<file path="src/rtl/title_logo_if.sv">
// Pixel/ROM path between the VGA scan, the logo ROM and the color mapper.
interface title_logo_if;
  logic [9:0]  DrawX;
  logic [9:0]  DrawY;
  logic [11:0] rom_color;
  logic [17:0] read_address;
  logic        logo_on;
  logic [11:0] logo_color;

  modport slave  (input DrawX, DrawY, rom_color, output read_address, logo_on, logo_color);
  modport master (output DrawX, DrawY, rom_color, input read_address, logo_on, logo_color);
endinterface

</file>
<file path="src/rtl/title_logo_ctrl.sv">
// Title logo sequencer: per-frame drop/hold/exit motion plus a 2-stage
// scan-to-ROM pipeline producing logo visibility and color.
module title_logo_ctrl #(
  parameter int          LOGO_W = 352,
  parameter int          LOGO_H = 176,
  parameter int          LOGO_X = 144,
  parameter int          HOLD_Y = 64,
  parameter int          STEP   = 4,
  parameter logic [11:0] TRANSP = 12'h808
) (
  input  logic         Clk,
  input  logic         Reset,
  input  logic         frame_start,
  input  logic         title_en,
  input  logic         start_key,
  title_logo_if.slave  pix,
  output logic [1:0]   state,
  output logic         done
);

  typedef enum logic [1:0] {IDLE = 2'd0, DROP = 2'd1, HOLD = 2'd2, EXIT = 2'd3} state_t;

  localparam logic signed [10:0] Y_OFF  = 11'(-LOGO_H);
  localparam logic signed [10:0] Y_HOLD = 11'(HOLD_Y);
  localparam logic signed [10:0] Y_STEP = 11'(STEP);
  localparam logic signed [11:0] X_LO   = 12'(LOGO_X);
  localparam logic signed [11:0] X_HI   = 12'(LOGO_X + LOGO_W);
  localparam logic signed [11:0] H12    = 12'(LOGO_H);

  state_t             st;
  logic signed [10:0] logo_y;
  logic signed [10:0] y_up, y_dn;

  assign state = st;
  assign y_up  = logo_y + Y_STEP;
  assign y_dn  = logo_y - Y_STEP;

  // logo_y only moves on frame_start so it is frozen across the visible frame
  always_ff @(posedge Clk) begin
    if (Reset) begin
      st     <= IDLE;
      logo_y <= Y_OFF;
      done   <= 1'b0;
    end else begin
      done <= 1'b0;
      if (!title_en) begin
        st     <= IDLE;
        logo_y <= Y_OFF;
      end else begin
        case (st)
          IDLE: begin
            logo_y <= Y_OFF;
            st     <= DROP;
          end
          DROP: if (frame_start) begin
            if (y_up >= Y_HOLD) begin
              logo_y <= Y_HOLD;
              st     <= HOLD;
            end else begin
              logo_y <= y_up;
            end
          end
          HOLD: if (start_key) st <= EXIT;
          EXIT: if (frame_start) begin
            if (y_dn <= Y_OFF) begin
              logo_y <= Y_OFF;
              done   <= 1'b1;
              st     <= IDLE;
            end else begin
              logo_y <= y_dn;
            end
          end
          default: st <= IDLE;
        endcase
      end
    end
  end

  logic signed [11:0] dx, dy, ly, ly_end, row, col;
  logic [17:0]        r18, c18, addr_c;
  logic               in_win, in_win_d, opaque;

  assign dx     = $signed({2'b00, pix.DrawX});
  assign dy     = $signed({2'b00, pix.DrawY});
  assign ly     = {logo_y[10], logo_y};
  assign ly_end = ly + H12;
  assign in_win = (dx >= X_LO) && (dx < X_HI) && (dy >= ly) && (dy < ly_end) && (st != IDLE);

  assign row    = dy - ly;
  assign col    = dx - X_LO;
  assign r18    = {{6{row[11]}}, row};
  assign c18    = {{6{col[11]}}, col};
  // row * 352 as (row<<8) + (row<<6) + (row<<5)
  assign addr_c = (r18 << 8) + (r18 << 6) + (r18 << 5) + c18;

  assign opaque = in_win_d && (pix.rom_color != TRANSP);

  always_ff @(posedge Clk) begin
    if (Reset) begin
      in_win_d         <= 1'b0;
      pix.read_address <= '0;
      pix.logo_on      <= 1'b0;
      pix.logo_color   <= '0;
    end else begin
      in_win_d         <= in_win;
      pix.read_address <= in_win ? addr_c : '0;
      pix.logo_on      <= opaque;
      pix.logo_color   <= opaque ? pix.rom_color : 12'h000;
    end
  end

endmodule

</file>
<file path="src/flat_wrapper.sv">
// flat-port wrapper written by rule: the top's interface ports become plain ports
module title_logo_ctrl_flat 
#(
  parameter int          LOGO_W = 352,
  parameter int          LOGO_H = 176,
  parameter int          LOGO_X = 144,
  parameter int          HOLD_Y = 64,
  parameter int          STEP   = 4,
  parameter logic [11:0] TRANSP = 12'h808
)
  (Clk, Reset, frame_start, title_en, start_key, state, done, pix_DrawX, pix_DrawY, pix_rom_color, pix_read_address, pix_logo_on, pix_logo_color);
  title_logo_if pix_i ();
  input  logic Clk;
  input  logic Reset;
  input  logic frame_start;
  input  logic title_en;
  input  logic start_key;
  output logic [1:0] state;
  output logic done;
  input wire logic [$bits(pix_i.DrawX)-1:0] pix_DrawX;
  input wire logic [$bits(pix_i.DrawY)-1:0] pix_DrawY;
  input wire logic [$bits(pix_i.rom_color)-1:0] pix_rom_color;
  output wire logic [$bits(pix_i.read_address)-1:0] pix_read_address;
  output wire logic [$bits(pix_i.logo_on)-1:0] pix_logo_on;
  output wire logic [$bits(pix_i.logo_color)-1:0] pix_logo_color;
  assign pix_i.DrawX = pix_DrawX;
  assign pix_i.DrawY = pix_DrawY;
  assign pix_i.rom_color = pix_rom_color;
  assign pix_read_address = pix_i.read_address;
  assign pix_logo_on = pix_i.logo_on;
  assign pix_logo_color = pix_i.logo_color;
  title_logo_ctrl #(.LOGO_W(LOGO_W), .LOGO_H(LOGO_H), .LOGO_X(LOGO_X), .HOLD_Y(HOLD_Y), .STEP(STEP), .TRANSP(TRANSP)) u_core (.Clk(Clk), .Reset(Reset), .frame_start(frame_start), .title_en(title_en), .start_key(start_key), .pix(pix_i), .state(state), .done(done));
endmodule
</file>
<file path="config.mk">
export PLATFORM = sky130hd
export DESIGN_NAME = title_logo_ctrl_flat
export DESIGN_NICKNAME = d
export VERILOG_FILES = /design/src/rtl/title_logo_if.sv /design/src/rtl/title_logo_ctrl.sv /design/src/flat_wrapper.sv
export SDC_FILE = /design/constraint.sdc
export NUM_CORES = 1
export LEC_CHECK = 0
export CAP_MARGIN = 10
export CORE_MARGIN = 3
export CORE_UTILIZATION = 30
export DETAILED_ROUTE_END_ITERATION = 10
export PLACE_DENSITY = 0.62
export SLEW_MARGIN = 20
export SYNTH_ARGS = -nofsm -noshare
export SYNTH_HDL_FRONTEND = slang
export SYNTH_SLANG_ARGS = --single-unit
</file>
<file path="constraint.sdc">
create_clock -name Clk -period 5.6 [get_ports Clk]
set_clock_uncertainty 0.05 [all_clocks]
set_input_delay 1.12 -clock Clk [delete_from_list [all_inputs] [get_ports Clk]]
set_output_delay 1.12 -clock Clk [all_outputs]
set_load 0.005 [all_outputs]
</file>
==> impl_metrics.toml, run 1 <==
[yosys]
yosysUniqueCellTypes = 62
yosysWarnings = 0
synthTopCellsByArea = "dfxtp_1, ha_1, fa_1"
synth-xor-area-share = 0.0969
synth_compound_area_frac = 0.183
synth_edf_count = 0
synthAdderAreaFrac = 0.226
synth_top_area_frac = 0.224
ys_seq_area_frac = 0.224
yosysMostFrequentCell = "inv_1"
ys.flop_type = "dfxtp_1"
netlist_area_mm2 = 0.00394
synth_nets = 564
netlist_top_cells_count = "inv_1, ha_1, dfxtp_1, a21oi_1, xnor2_1"
synth_cells = 465
synth_top_family_by_area = "adder cells"
synthSimpleGateAreaFrac = 0.192
yosys.area.top_type = "dfxtp_1"
synthMuxAreaShare = 0.00254
async_flop_share = 0
ys_ff_latch = 44
syn-mean-instance-area_um2 = 8.47

[placement]
placed_area_mm2 = 0.00486
hpwl_um = 7760
dp_cells = 706
io_buffers = 70
post-place-ws_ps = -191
gp_congestion = 0.947

[sta]
hold_viol = 0
maxSlewViolCount = 0
hold_slack_ps = 460
post-route-min-period_ps = 5300
fin_ws_ps = 298
rsz0062_at_grt = "no"
fmax_ghz = 0.189
slew_headroom = 0.359
tightest_slew_ps = 959
post-route-period-util = 0.947
setup_viol = 0
tns_ps = 0

[setup_path]
timing.rr.start = "u_core.logo_y[8]"
critPathRequiredTime_ps = 5760
critPathCaptureType = "flip-flop"
r2r_slack_ps = 770
cp_max_fo = 6
arrival_ps = 5460
start_kind = "input port"
setup.worst_path.class = "in2reg"
ff2ff_path_depth = 16
regToRegEndpoint = "u_core.pix.read_address[17]"

[floorplan]
fp.dieW_um = 121
die_area_mm2 = 0.0145
io_pins = 71
initial_core_util = 0.309
core_region_area_mm2 = 0.0127
row_count = 41
die_y_um = 121

[cells_and_area]
nFillCells = 1322
final_nets = 640
areaGrowthSynthToFinish_pct = 28.1
diodes = 0
final_area_mm2 = 0.00504
utilization = 0.396
drive_gt1_frac = 0.0627
layoutNonFillerInstCount = 714

[power]
pwr_density_cell_mw_per_mm2 = 266
p_total_mw = 1.34
vdd_drop_max_v = 0.000107
p_leak_nw = 2.07

[route]
vias = 3510
first_pass_iters = 5
wl_um = 9680
drt_iter0_drc = 241
avgRoutedWirePerCell_um = 13.6
drtAntennaViolNets = 0
drc = 0
post_drt_via_cell_ratio = 4.92

[worst_hold_path]
min_to = "u_core.pix.logo_on"
hold_depth = 2
hold_path_startpoint = "u_core.in_win_d"
hp-class = "reg2reg"

[grt]
antenna_found_initial = 0
grt_pass1_vias = 3413
grt_pass1_wl_um = 16500
grt_usage = 0.137
grt_use_met1 = 0.193
grt_max_degree = 20
top_usage_layer = "met2"
grt_overflow = 0
grtUsageMet3 = 0.0248
use_met2 = 0.216

[cts]
cts_hold_buf = 0
cts_sinks = 44
cts.repair.resized = 0
cts_made_buffers = 5
cts.clk_slew.worst_paths_ps = 70
clock_latency_ps = 290
cts_tree = "yes"
postCtsSetupRepairBufs = 0
h-tree-depth = 2
cts_root_buf = "clkbuf_16"
clk_path_buf_depth = 2

[outcome]
status = "completed"

[run]
max_cap_viol_count = 0
cell families (layout without fill, tap and decap cells):
group	Yosys count	after routing
and+or+nand+nor	137	137
muxes	1	1
xor gates and xnor gates	42	42
buffers and inverters	69	146
other	2	2
DFF	44	44
AOI/OAI and AO/OA	108	108
adders and majority gates	62	62
registers in the layout, summed over array words and instances (netlist names):
| signal | count |
|---|---|
| u_core.pix.logo_on | 1 |
| u_core.pix.read_address | 18 |
| u_core.pix.logo_color | 12 |
| u_core.state | 2 |
| u_core.in_win_d | 1 |
| u_core.done | 1 |
| u_core.logo_y | 9 |
area by class of cell:
cell class / instances / area, um^2 / area share
flip-flops and latches: 44 / 881 / 0.175
clock buffers: 5 / 125 / 0.0248
well taps: 172 / 215 / 0.0427
repair buffers: 81 / 783 / 0.155
inverters: 57 / 214 / 0.0424
multi-input cells: 352 / 2780 / 0.551
clock inverters: 3 / 46.3 / 0.00918
per-layer routing:
| metal | share of wire | wire [um] |
|---|---|---|
| met1 | 0.48 | 4630 |
| met2 | 0.45 | 4310 |
| met3 | 0.065 | 628 |
| met4 | 0.012 | 114 |
| met5 | 0 | 0 |
power by group:
part	leakage (nW)	internal [mW]	switching, mW	total [mW]
logic	1.64	0.314	0.362	0.676
registers	0.355	0.318	0.00439	0.323
clock network	0.0804	0.212	0.129	0.341
placed cells by master, fill, tap and decap left out, types with 4 or more instances in the layout:
cell / count
a211o_1: 5
a211oi_1: 5
a21o_1: 8
a21oi_1: 31
and2_1: 15
buf_4: 11
clkbuf_16: 5
clkdlybuf4s50_1: 70
dfxtp_1: 44
fa_1: 15
ha_1: 47
inv_1: 54
nand2_1: 28
nand3_1: 9
nand4_1: 6
nor2_1: 28
nor3_1: 16
nor3b_2: 7
nor4_1: 5
o21a_1: 4
o21ai_0: 17
o31ai_1: 4
or3_1: 4
xnor2_1: 30
xor2_1: 11
worst max-delay path, stage by stage:
cell             delay, ps
clkdlybuf4s50_1        440
ha_1                   320
nor2b_1                130
o21ai_1                190
a21oi_1                140
o211ai_1               240
nand2_1                100
o311ai_1               310
buf_4                  190
fa_1                   440
fa_1                   540
inv_1                   40
ha_1                   350
a21oi_1                180
nand2_1                 60
o21ai_0                210
xnor3_1                340
nor3_1                 110
how the worst max path moves through the flow:
stage / endpoint / from / slack, ps / depth (start not counted)
4_1_cts: u_core.pix.read_address[17] / pix_DrawY[2] / 90 / 18
6_report: u_core.pix.read_address[17] / pix_DrawY[2] / 300 / 18
3_5_place_dp: u_core.pix.read_address[17] / pix_DrawY[2] / -190 / 18
2_1_floorplan: u_core.pix.read_address[17] / pix_DrawY[2] / 480 / 16
3_3_place_gp: u_core.pix.read_address[17] / pix_DrawY[2] / 30 / 18
5_1_grt: u_core.pix.read_address[17] / pix_DrawY[2] / 4 / 19
(Power assumes the default switching activity.)
==> run 2, diff against run 1 <==
Settings changed: CORE_ASPECT_RATIO set to 0.9, SLEW_MARGIN 20 to not set.
==> run 2 against run 1 <==
Effect of this change: maximum frequency decreased by 0.57%; sequential power about the same; routed wire length increased by 4.6%; power increased by 3.0%; register-to-register slack got worse by 50 ps; worst hold slack improved by 17 ps; utilization decreased by 0.077 points; sequential cell count unchanged; first-iteration DRC count decreased by 22%; global-route usage increased by 0.35 points; highest routed layer unchanged; critical path type unchanged; critical endpoint unchanged.
==> impl_metrics.toml, run 2 (synthesis results as in run 1) <==
[outcome]
status = "completed"

[setup_path]
ff2ff_path_depth = 16
arrival_ps = 5510
cp_max_fo = 6
timing.rr.start = "u_core.logo_y[8]"
start_kind = "input port"
r2r_slack_ps = 720
crit_path_cell_trace = "clkdlybuf4s50_1 > ha_1 > nor2b_1 > o21ai_0 > a21oi_1 > o211ai_1 > nand2_1 > o311ai_0 > buf_4 > fa_1 > fa_1 > inv_1 > ha_1 > a21oi_2 > nand2_1 > o21ai_0 > xnor3_1 > nor3_1"
max_stage_delay_ps = 550
critPathRequiredTime_ps = 5770
regToRegEndpoint = "u_core.pix.read_address[17]"
slowest_stage = "fa_1"
critPathCaptureType = "flip-flop"
setup.worst_path.class = "in2reg"

[sta]
fmax_ghz = 0.188
maxSlewViolCount = 0
tns_ps = 0
hold_viol = 0
fin_ws_ps = 268
hold_slack_ps = 477
rsz0062_at_grt = "no"
tightest_slew_ps = 870
setup_viol = 0
post-route-period-util = 0.952
post-route-min-period_ps = 5330
slew_headroom = 0.420

[power]
p_sw_mw = 0.517
vdd_drop_max_v = 0.000141
pwr-share-comb = 0.515
internal-power_mw = 0.862
switching_share = 0.375
pwr-share-seq = 0.234
pwr_density_cell_mw_per_mm2 = 273
p_clk_frac = 0.251
p_leak_nw = 2.09

[cells_and_area]
final_area_mm2 = 0.00506
multiInputGateArea_mm2 = 0.00278
diodes = 0
utilization = 0.396
seq_area_um2 = 881
top_register = "u_core.pix.read_address"
final_cell_mix = "clkdlybuf4s50_1, inv_1, ha_1"
layout_commonest_cell = "clkdlybuf4s50_1"
top_regs = "u_core.pix.read_address (18), u_core.pix.logo_color (12), u_core.logo_y (9)"
largest_reg_flops = 18
final_nets = 644
nFillCells = 1297
areaGrowthSynthToFinish_pct = 28.5
drive_gt1_frac = 0.0696

[cts]
cts.clk_slew.worst_paths_ps = 70
cts_made_buffers = 5
cts_root_buf = "clkbuf_16"
clock_latency_ps = 300
cts_tree = "yes"
h-tree-depth = 2
cts.repair.resized = 0
cts_sinks = 44
postCtsSetupRepairBufs = 0
cts_hold_buf = 0
clk_path_buf_depth = 2

[route]
vias = 3559
drtAntennaViolNets = 0
avgRoutedWirePerCell_um = 14.3
first_pass_iters = 4
drt_iter0_drc = 187
wl_um = 10100
drc = 0
post_drt_via_cell_ratio = 5.01

[run]
max_cap_viol_count = 0

[floorplan]
core_region_area_mm2 = 0.0128
row_count = 39
fp.dieW_um = 127
die_y_um = 115
initial_core_util = 0.308
io_pins = 71
die_area_mm2 = 0.0145

[grt]
grt_overflow = 0
grt_pass1_vias = 3409
grt_pass1_wl_um = 16500
grt_max_degree = 20
grt_usage = 0.140
antenna_found_initial = 0

[placement]
post-place-ws_ps = -96.0
placed_area_mm2 = 0.00487
io_buffers = 70
gp_congestion = 0.941
hpwl_um = 8150

[worst_hold_path]
hp-class = "reg2reg"
hold_depth = 2
min_to = "u_core.state[1]"
hold_path_startpoint = "u_core.state[1]"
[run 2: layout make-up]
type	count	area share
multi-input combinational	352	0.549
sequential	44	0.174
timing repair buffer	85	0.160
inverter	57	0.0423
tap	164	0.0406
clock buffer	5	0.0247
clock inverter	3	0.00915
[run 2: power by group through the flow]
stage                     sequential (mW)  clock [mW]  combinational, mW
after floorplan                     0.328           0              0.521
after global placement              0.330           0              0.683
after detailed placement            0.330           0              0.700
after CTS                           0.322       0.363              0.705
after global routing                0.323       0.370              0.810
final                               0.323       0.346              0.711
[run 2: how the worst max path moves through the flow]
stage                       from                           to  slack [ps]
floorplan           pix_DrawY[2]  u_core.pix.read_address[17]         480
global placement    pix_DrawY[7]  u_core.pix.read_address[17]         140
detailed placement  pix_DrawY[2]  u_core.pix.read_address[17]        -100
CTS                 pix_DrawY[2]  u_core.pix.read_address[17]         210
global route        pix_DrawY[2]  u_core.pix.read_address[17]          30
finish              pix_DrawY[2]  u_core.pix.read_address[17]         270
[run 2: worst max-delay path: cells and delay by family]
kind            cells  cell delay, ps
fa+ha+maj           4            1650
simple gates        4             400
xor+xnor            1             350
buf+inv             3             630
compound gates      6            1370
[run 2: per-stage QoR]
stage	instances	power, mW
finish	710	1.38
global route	710	1.50
CTS	709	1.39
detailed placement	701	1.03
global placement	701	1.01
floorplan	465	0.850
[run 2: metal layers]
layer  routed length, um  global-route usage  share of wire  up-vias
met5                   0                   0              0        -
met4                 149              0.0465          0.015        0
met3                 481              0.0336          0.048       11
met2                4480               0.217           0.44       79
met1                5010               0.193           0.49     1680
li1                    -                   -              -     1789
